<file path="config.mk">
export PLATFORM = sky130hd
export DESIGN_NAME = serial_mac_fir_filter_flat
export DESIGN_NICKNAME = d
export VERILOG_FILES = /design/src/rtl/serial_mac_fir_filter_if.sv /design/src/rtl/serial_mac_fir_filter.sv /design/src/flat_wrapper.sv
export SDC_FILE = /design/constraint.sdc
export NUM_CORES = 2
export LEC_CHECK = 0
export ABC_AREA = 1
export CORE_MARGIN = 4
export CORE_UTILIZATION = 53
export DETAILED_ROUTE_END_ITERATION = 8
export PLACE_DENSITY = 0.67
export SLEW_MARGIN = 20
export SYNTH_ARGS = -nofsm -noshare
export SYNTH_HDL_FRONTEND = slang
export SYNTH_SLANG_ARGS = --single-unit
</file>
<file path="constraint.sdc">
create_clock -name clk -period 11.7 [get_ports clk]
set_clock_uncertainty 0.15 [all_clocks]
set_input_delay 1.755 -clock clk [delete_from_list [all_inputs] [get_ports clk]]
set_output_delay 1.755 -clock clk [all_outputs]
set_load 0.02 [all_outputs]
</file>
<file path="src/rtl/serial_mac_fir_filter_if.sv">
// Port bundle of serial_mac_fir_filter: sample handshake, coefficient write port and result port.
// The source/controller side uses the master modport; the filter uses the slave modport.
interface serial_mac_fir_filter_if #(
    parameter int DATA_W = 16,
    parameter int COEF_W = 16,
    parameter int OUT_W  = 16,
    parameter int AW     = 6
);
    logic              in_valid;
    logic              in_ready;
    logic [DATA_W-1:0] in_data;
    logic              coef_we;
    logic [AW-1:0]     coef_addr;
    logic [COEF_W-1:0] coef_data;
    logic              out_valid;
    logic [OUT_W-1:0]  out_data;

    modport master (
        output in_valid, in_data, coef_we, coef_addr, coef_data,
        input  in_ready, out_valid, out_data
    );

    modport slave (
        input  in_valid, in_data, coef_we, coef_addr, coef_data,
        output in_ready, out_valid, out_data
    );
endinterface

</file>
<file path="src/rtl/serial_mac_fir_filter.sv">
// Time-multiplexed FIR: one signed MAC walks TAPS run-time loadable coefficients per accepted sample.
// Define FIR_OUT_SAT_EN to saturate the rounded result to OUT_W bits; otherwise it wraps.
module serial_mac_fir_filter #(
    parameter int DATA_W    = 16,
    parameter int COEF_W    = 16,
    parameter int TAPS      = 51,
    parameter int ACC_W     = 40,
    parameter int OUT_W     = 16,
    parameter int OUT_SHIFT = 15,
    parameter int AW        = $clog2(TAPS)
) (
    input logic                   clk,
    input logic                   reset,
    serial_mac_fir_filter_if.slave bus
);
    localparam int              PROD_W     = DATA_W + COEF_W;
    localparam logic [AW-1:0]   LAST_K     = AW'(TAPS - 1);
    localparam logic [AW:0]     TAPS_EXT   = (AW + 1)'(TAPS);
    localparam logic signed [ACC_W:0] ROUND_HALF = (ACC_W + 1)'(1) <<< (OUT_SHIFT - 1);

    typedef enum logic [1:0] {
        S_IDLE,
        S_MAC,
        S_OUT
    } state_t;

    state_t state;
    state_t state_next;

    logic                     idle;
    logic                     accept;
    logic                     coef_wr_en;
    logic                     mac_en;
    logic                     out_load;

    logic [AW-1:0]            wr_ptr;
    logic [AW-1:0]            wr_next;
    logic [AW-1:0]            k_cnt;
    logic [AW:0]              rd_diff;
    logic [AW-1:0]            rd_addr;

    logic signed [DATA_W-1:0] sample_mem [TAPS];
    logic signed [COEF_W-1:0] coef_mem   [TAPS];
    logic signed [DATA_W-1:0] rd_sample;
    logic signed [COEF_W-1:0] rd_coef;
    logic signed [PROD_W-1:0] prod;

    logic signed [ACC_W-1:0]  acc;
    logic signed [ACC_W:0]    rnd_sum;
    logic signed [ACC_W:0]    scaled;
    logic [OUT_W-1:0]         out_next;

    logic                     out_valid_q;
    logic [OUT_W-1:0]         out_data_q;

    // ---------------------------------------------------------------- control
    always_ff @(posedge clk) begin
        // NOTE: registered state is always assigned non-blocking so every flop samples pre-edge values.
        if (!reset) begin
            state <= S_IDLE;
        end else begin
            state <= state_next;
        end
    end

    always_comb begin
        // NOTE: every signal gets a default before the case so no path can leave one unassigned (latch).
        state_next = state;
        idle       = 1'b0;
        accept     = 1'b0;
        coef_wr_en = 1'b0;
        mac_en     = 1'b0;
        out_load   = 1'b0;
        case (state)
            S_IDLE: begin
                idle       = 1'b1;
                coef_wr_en = bus.coef_we && ({1'b0, bus.coef_addr} < TAPS_EXT);
                if (bus.in_valid) begin
                    accept     = 1'b1;
                    state_next = S_MAC;
                end
            end
            S_MAC: begin
                mac_en = 1'b1;
                if (k_cnt == LAST_K) begin
                    state_next = S_OUT;
                end
            end
            S_OUT: begin
                out_load   = 1'b1;
                state_next = S_IDLE;
            end
            default: state_next = S_IDLE;
        endcase
    end

    assign bus.in_ready = idle;

    // ---------------------------------------------------------------- storage
    always_ff @(posedge clk) begin
        // NOTE: both arrays are cleared on reset because a zero history and zero taps are part of the reset state.
        if (!reset) begin
            for (int i = 0; i < TAPS; i++) begin
                sample_mem[i] <= '0;
                coef_mem[i]   <= '0;
            end
        end else begin
            if (accept) begin
                sample_mem[wr_next] <= bus.in_data;
            end
            // A write in the accept cycle lands before k=0 reads it, so it applies to this sample.
            if (coef_wr_en) begin
                coef_mem[bus.coef_addr] <= bus.coef_data;
            end
        end
    end

    assign wr_next = (wr_ptr == LAST_K) ? '0 : wr_ptr + AW'(1);

    // x[n-k] lives at (wr_ptr - k) mod TAPS; borrow means add TAPS back.
    assign rd_diff   = {1'b0, wr_ptr} - {1'b0, k_cnt};
    assign rd_addr   = rd_diff[AW] ? AW'(rd_diff + TAPS_EXT) : rd_diff[AW-1:0];
    assign rd_sample = sample_mem[rd_addr];
    assign rd_coef   = coef_mem[k_cnt];
    assign prod      = PROD_W'(rd_sample) * PROD_W'(rd_coef);

    // ---------------------------------------------------------------- datapath
    always_ff @(posedge clk) begin
        if (!reset) begin
            wr_ptr      <= '0;
            k_cnt       <= '0;
            acc         <= '0;
            out_valid_q <= 1'b0;
            out_data_q  <= '0;
        end else begin
            out_valid_q <= out_load;
            if (accept) begin
                wr_ptr <= wr_next;
                k_cnt  <= '0;
                acc    <= '0;
            end
            if (mac_en) begin
                acc   <= acc + ACC_W'(prod);
                k_cnt <= (k_cnt == LAST_K) ? '0 : k_cnt + AW'(1);
            end
            if (out_load) begin
                out_data_q <= out_next;
            end
        end
    end

    // Round half up, then arithmetic shift; one guard bit keeps the rounding add from overflowing.
    assign rnd_sum = (ACC_W + 1)'(acc) + ROUND_HALF;
    assign scaled  = rnd_sum >>> OUT_SHIFT;

`ifdef FIR_OUT_SAT_EN
    localparam logic signed [ACC_W:0] SAT_MAX = {{(ACC_W + 2 - OUT_W){1'b0}}, {(OUT_W - 1){1'b1}}};
    localparam logic signed [ACC_W:0] SAT_MIN = {{(ACC_W + 2 - OUT_W){1'b1}}, {(OUT_W - 1){1'b0}}};

    always_comb begin
        if (scaled > SAT_MAX) begin
            out_next = OUT_W'(SAT_MAX);
        end else if (scaled < SAT_MIN) begin
            out_next = OUT_W'(SAT_MIN);
        end else begin
            out_next = OUT_W'(scaled);
        end
    end
`else
    assign out_next = OUT_W'(scaled);
`endif

    assign bus.out_valid = out_valid_q;
    assign bus.out_data  = out_data_q;

endmodule

</file>
<file path="src/flat_wrapper.sv">
// flat-port wrapper written by rule: the top's interface ports become plain ports
module serial_mac_fir_filter_flat 
#(
    parameter int DATA_W    = 16,
    parameter int COEF_W    = 16,
    parameter int TAPS      = 51,
    parameter int ACC_W     = 40,
    parameter int OUT_W     = 16,
    parameter int OUT_SHIFT = 15,
    parameter int AW        = $clog2(TAPS)
)
  (clk, reset, bus_in_valid, bus_in_data, bus_coef_we, bus_coef_addr, bus_coef_data, bus_in_ready, bus_out_valid, bus_out_data);
  serial_mac_fir_filter_if #(.DATA_W(DATA_W), .COEF_W(COEF_W), .OUT_W(OUT_W), .AW(AW)) bus_i ();
  input logic clk;
  input logic reset;
  input wire logic [$bits(bus_i.in_valid)-1:0] bus_in_valid;
  input wire logic [$bits(bus_i.in_data)-1:0] bus_in_data;
  input wire logic [$bits(bus_i.coef_we)-1:0] bus_coef_we;
  input wire logic [$bits(bus_i.coef_addr)-1:0] bus_coef_addr;
  input wire logic [$bits(bus_i.coef_data)-1:0] bus_coef_data;
  output wire logic [$bits(bus_i.in_ready)-1:0] bus_in_ready;
  output wire logic [$bits(bus_i.out_valid)-1:0] bus_out_valid;
  output wire logic [$bits(bus_i.out_data)-1:0] bus_out_data;
  assign bus_i.in_valid = bus_in_valid;
  assign bus_i.in_data = bus_in_data;
  assign bus_i.coef_we = bus_coef_we;
  assign bus_i.coef_addr = bus_coef_addr;
  assign bus_i.coef_data = bus_coef_data;
  assign bus_in_ready = bus_i.in_ready;
  assign bus_out_valid = bus_i.out_valid;
  assign bus_out_data = bus_i.out_data;
  serial_mac_fir_filter #(.DATA_W(DATA_W), .COEF_W(COEF_W), .TAPS(TAPS), .ACC_W(ACC_W), .OUT_W(OUT_W), .OUT_SHIFT(OUT_SHIFT), .AW(AW)) u_core (.clk(clk), .reset(reset), .bus(bus_i));
endmodule
</file>
==> impl_metrics.env <==
export IMPL_status="completed"
export IMPL_grt_pass1_wl_um=453000
export IMPL_start_util=0.533
export IMPL_min_delay_start="u_core.acc[10]$_SDFFE_PN0N_"
export IMPL_fin_crit_ns=10.24
export IMPL_ant_nets=0
export IMPL_layout_drive_gt1_share=0.0572
export IMPL_synth_edff_count=2048
export IMPL_syn_to_final_growth_pct=9.56
export IMPL_first_pass_iters=7
export IMPL_maxSlewViolCount=0
export IMPL_netlist_area_sq_um=103000
export IMPL_die_h_um=448
export IMPL_holdPathStages=2
export IMPL_crit_slowest_cell="fa_1"
export IMPL_syn_area_per_cell_sq_um=10.3
export IMPL_drt_wl_total_um=302000
export IMPL_slowest_delay_ns=0.52
export IMPL_fmax_mhz=97.6
export IMPL_cap_violations=0
export IMPL_tns_ns=0
export IMPL_viasPerCell=6.00
export IMPL_wl_met2_um=142000
export IMPL_critPathMaxFanout=113
export IMPL_route_detailed_drc=0
export IMPL_cts_setup_buffers=0
export IMPL_critical_path_buf_inv_count=9
export IMPL_setup_viol=0
export IMPL_synth_cells=9963
export IMPL_synth_area_leader_cell="edfxtp_1"
export IMPL_max_slew_margin=0.205
export IMPL_routabilityCongestion=0.927
export IMPL_crit_path_end_kind="register"
export IMPL_drtIter0Drc=10300
export IMPL_core_area_sq_um=193000
export IMPL_holdBufCountCts=0
export IMPL_grt_usage=0.299
export IMPL_layout_commonest_cell="nand2_1"
export IMPL_grt_max_degree=146
export IMPL_cts_tree="yes"
export IMPL_required_ns=12.34
export IMPL_antenna_found_initial=4
export IMPL_fill_cells=16100
export IMPL_grt_overflow_total=0
export IMPL_die_area_sq_um=201000
export IMPL_r2r_end="u_core.acc[27]$_SDFFE_PN0N_"
export IMPL_wl_met3_um=30900
export IMPL_dpl_worst_slack_ns=1.62
export IMPL_dr_max_layer_used="met5"
export IMPL_yosys_top_cells_area="edfxtp_1 60%, nand2_1 7.5%, nor2_1 7.1%"
export IMPL_rsz0062_at_grt="no"
export IMPL_nets=10300
export IMPL_hpwl_um=184000
export IMPL_first_global_vias=72300
export IMPL_cts_num_sinks=2116
export IMPL_wl_met1_um=115000
export IMPL_path_delay_family="adder cells"
export IMPL_reg2reg_from="u_core.wr_ptr[0]$_SDFFE_PN0P_"
export IMPL_ys_warn_count=0
export IMPL_seq_area_frac_synth=0.612
export IMPL_post_route_period_util=0.875
export IMPL_io_buffers=59
export IMPL_cts_buffers=214
export IMPL_finalHoldViolations=0
export IMPL_worst_pin_slew_ns=1.19
export IMPL_clockBufferDepth=3
export IMPL_drt_wirelength_per_cell_um=24.0
export IMPL_yosysTopAreaCellShare=0.599
export IMPL_ctsResizeCount=0
export IMPL_ys_types=63
export IMPL_hold_path_class="register to register"
export IMPL_start_kind="register"
export IMPL_rows=161
export IMPL_final_cell_mix="2060 x nand2_1, 2048 x edfxtp_1, 1947 x nor2_1"
export IMPL_clk_pin_slew_worst_paths_ns=0.06
export IMPL_htreeDepth=4
export IMPL_clk_latency_ns=0.89
export IMPL_final_core_util=0.584
export IMPL_setup_ws_ns=1.46
export IMPL_min_to="u_core.acc[10]$_SDFFE_PN0N_"
export IMPL_r2r_cells=41
export IMPL_root_buffer="clkbuf_16"
export IMPL_pin_count=60
export IMPL_crit_type="register to register"
export IMPL_synth_flop_cell="edfxtp_1"
export IMPL_async_flop_share=0
export IMPL_vias=75500
export IMPL_r2r_slack_ns=1.46
export IMPL_die_w_um=448
export IMPL_ys_seq_elements=2116
export IMPL_cp_arrival_ns=10.88
## layer usage
layer	global-route usage	vias up
met2	0.477	4255
met3	0.0518	602
met1	0.404	37200
met5	0	-
li1	-	33500
met4	0.134	2
## flip-flops by register name (all words and copies together) (netlist names), named ones only
name	count
u_core.sample_mem	1024
u_core.wr_ptr	6
u_core.k_cnt	6
u_core.state	2
u_core.acc	31
u_core.bus.out_data	16
u_core.bus.out_valid	1
u_core.coef_mem	1024
## cell families (layout without fill, tap and decap cells)
| kind of cell | count (synthesis) | in the layout | synth area share |
|---|---|---|---|
| AND/OR/NAND/NOR | 5207 | 5207 | 0.206 |
| AO/OA/AOI/OAI | 968 | 968 | 0.0596 |
| adder cells (fa/ha/maj) | 393 | 393 | 0.0688 |
| flip-flops | 2116 | 2116 | 0.612 |
| other | 1 | 211 | 0.0000365 |
| buffers and inverters | 1242 | 1121 | 0.0499 |
| XOR/XNOR | 36 | 36 | 0.00333 |
## synth_stat cells, types with 5 or more instances
cell / n
a21boi_0: 14
nand2_1: 2061
o21ai_0: 226
a32o_1: 89
inv_1: 446
edfxtp_1: 2048
ha_1: 107
o311ai_0: 5
o211ai_1: 21
inv_2: 7
nand3_1: 1120
or2_2: 7
a221o_1: 12
buf_6: 8
clkbuf_1: 427
clkinv_1: 35
xnor2_1: 14
nand3_2: 6
nor2_1: 1950
a221oi_1: 98
o221ai_1: 37
dfxtp_1: 68
a311oi_1: 8
a22oi_1: 5
xor2_1: 20
nor4_1: 9
o22ai_1: 44
fa_1: 286
nor3_1: 23
buf_4: 23
nand2_2: 14
buf_1: 41
buf_2: 253
a21oi_1: 390
## how the worst max path moves through the flow
stage                                  startpoint                           to  slack, ns  cells past startpoint
global route        u_core.wr_ptr[0]$_SDFFE_PN0P_  u_core.acc[25]$_SDFFE_PN0N_       0.78                     40
detailed placement  u_core.wr_ptr[0]$_SDFFE_PN0P_  u_core.acc[27]$_SDFFE_PN0N_       1.62                     42
CTS                 u_core.wr_ptr[0]$_SDFFE_PN0P_  u_core.acc[30]$_SDFFE_PN0N_       1.58                     42
floorplan           u_core.wr_ptr[0]$_SDFFE_PN0P_  u_core.acc[27]$_SDFFE_PN0N_       3.55                     43
finish              u_core.wr_ptr[0]$_SDFFE_PN0P_  u_core.acc[27]$_SDFFE_PN0N_       1.46                     41
global placement    u_core.wr_ptr[0]$_SDFFE_PN0P_  u_core.acc[27]$_SDFFE_PN0N_       1.73                     42
## worst reg2reg max path: cells and delay by family (launching register included)
| kind | cells | cell delay [ns] |
|---|---|---|
| flops | 1 | 0.36 |
| compound gates | 7 | 1.26 |
| fa+ha+maj | 9 | 3.90 |
| simple gates | 16 | 2.94 |
| buf+inv | 9 | 1.57 |
## stage by stage
step                cell area [sq um]  instances  hold WS [ns]
global placement               106000      12200         0.319
finish                         113000      12600         0.339
detailed placement             106000      12200         0.326
CTS                            113000      12600         0.334
floorplan                      103000      10200         0.295
global route                   113000      12600         0.357
## final cells by class
type                            instances  area, sq um  area share
Antenna cell                            3         7.51   0.0000667
Tap cell                             2526         3160      0.0281
Timing Repair Buffer                  234         2190      0.0195
Clock inverter                        129         1120     0.00992
Inverter                              489         1870      0.0166
Clock buffer                          269         5700      0.0506
Multi-Input combinational cell       6812        35600       0.317
Sequential cell                      2116        62900       0.559
Power is not shown: default switching activity piles up to over one toggle a cycle in this logic, so the estimate is an artifact.
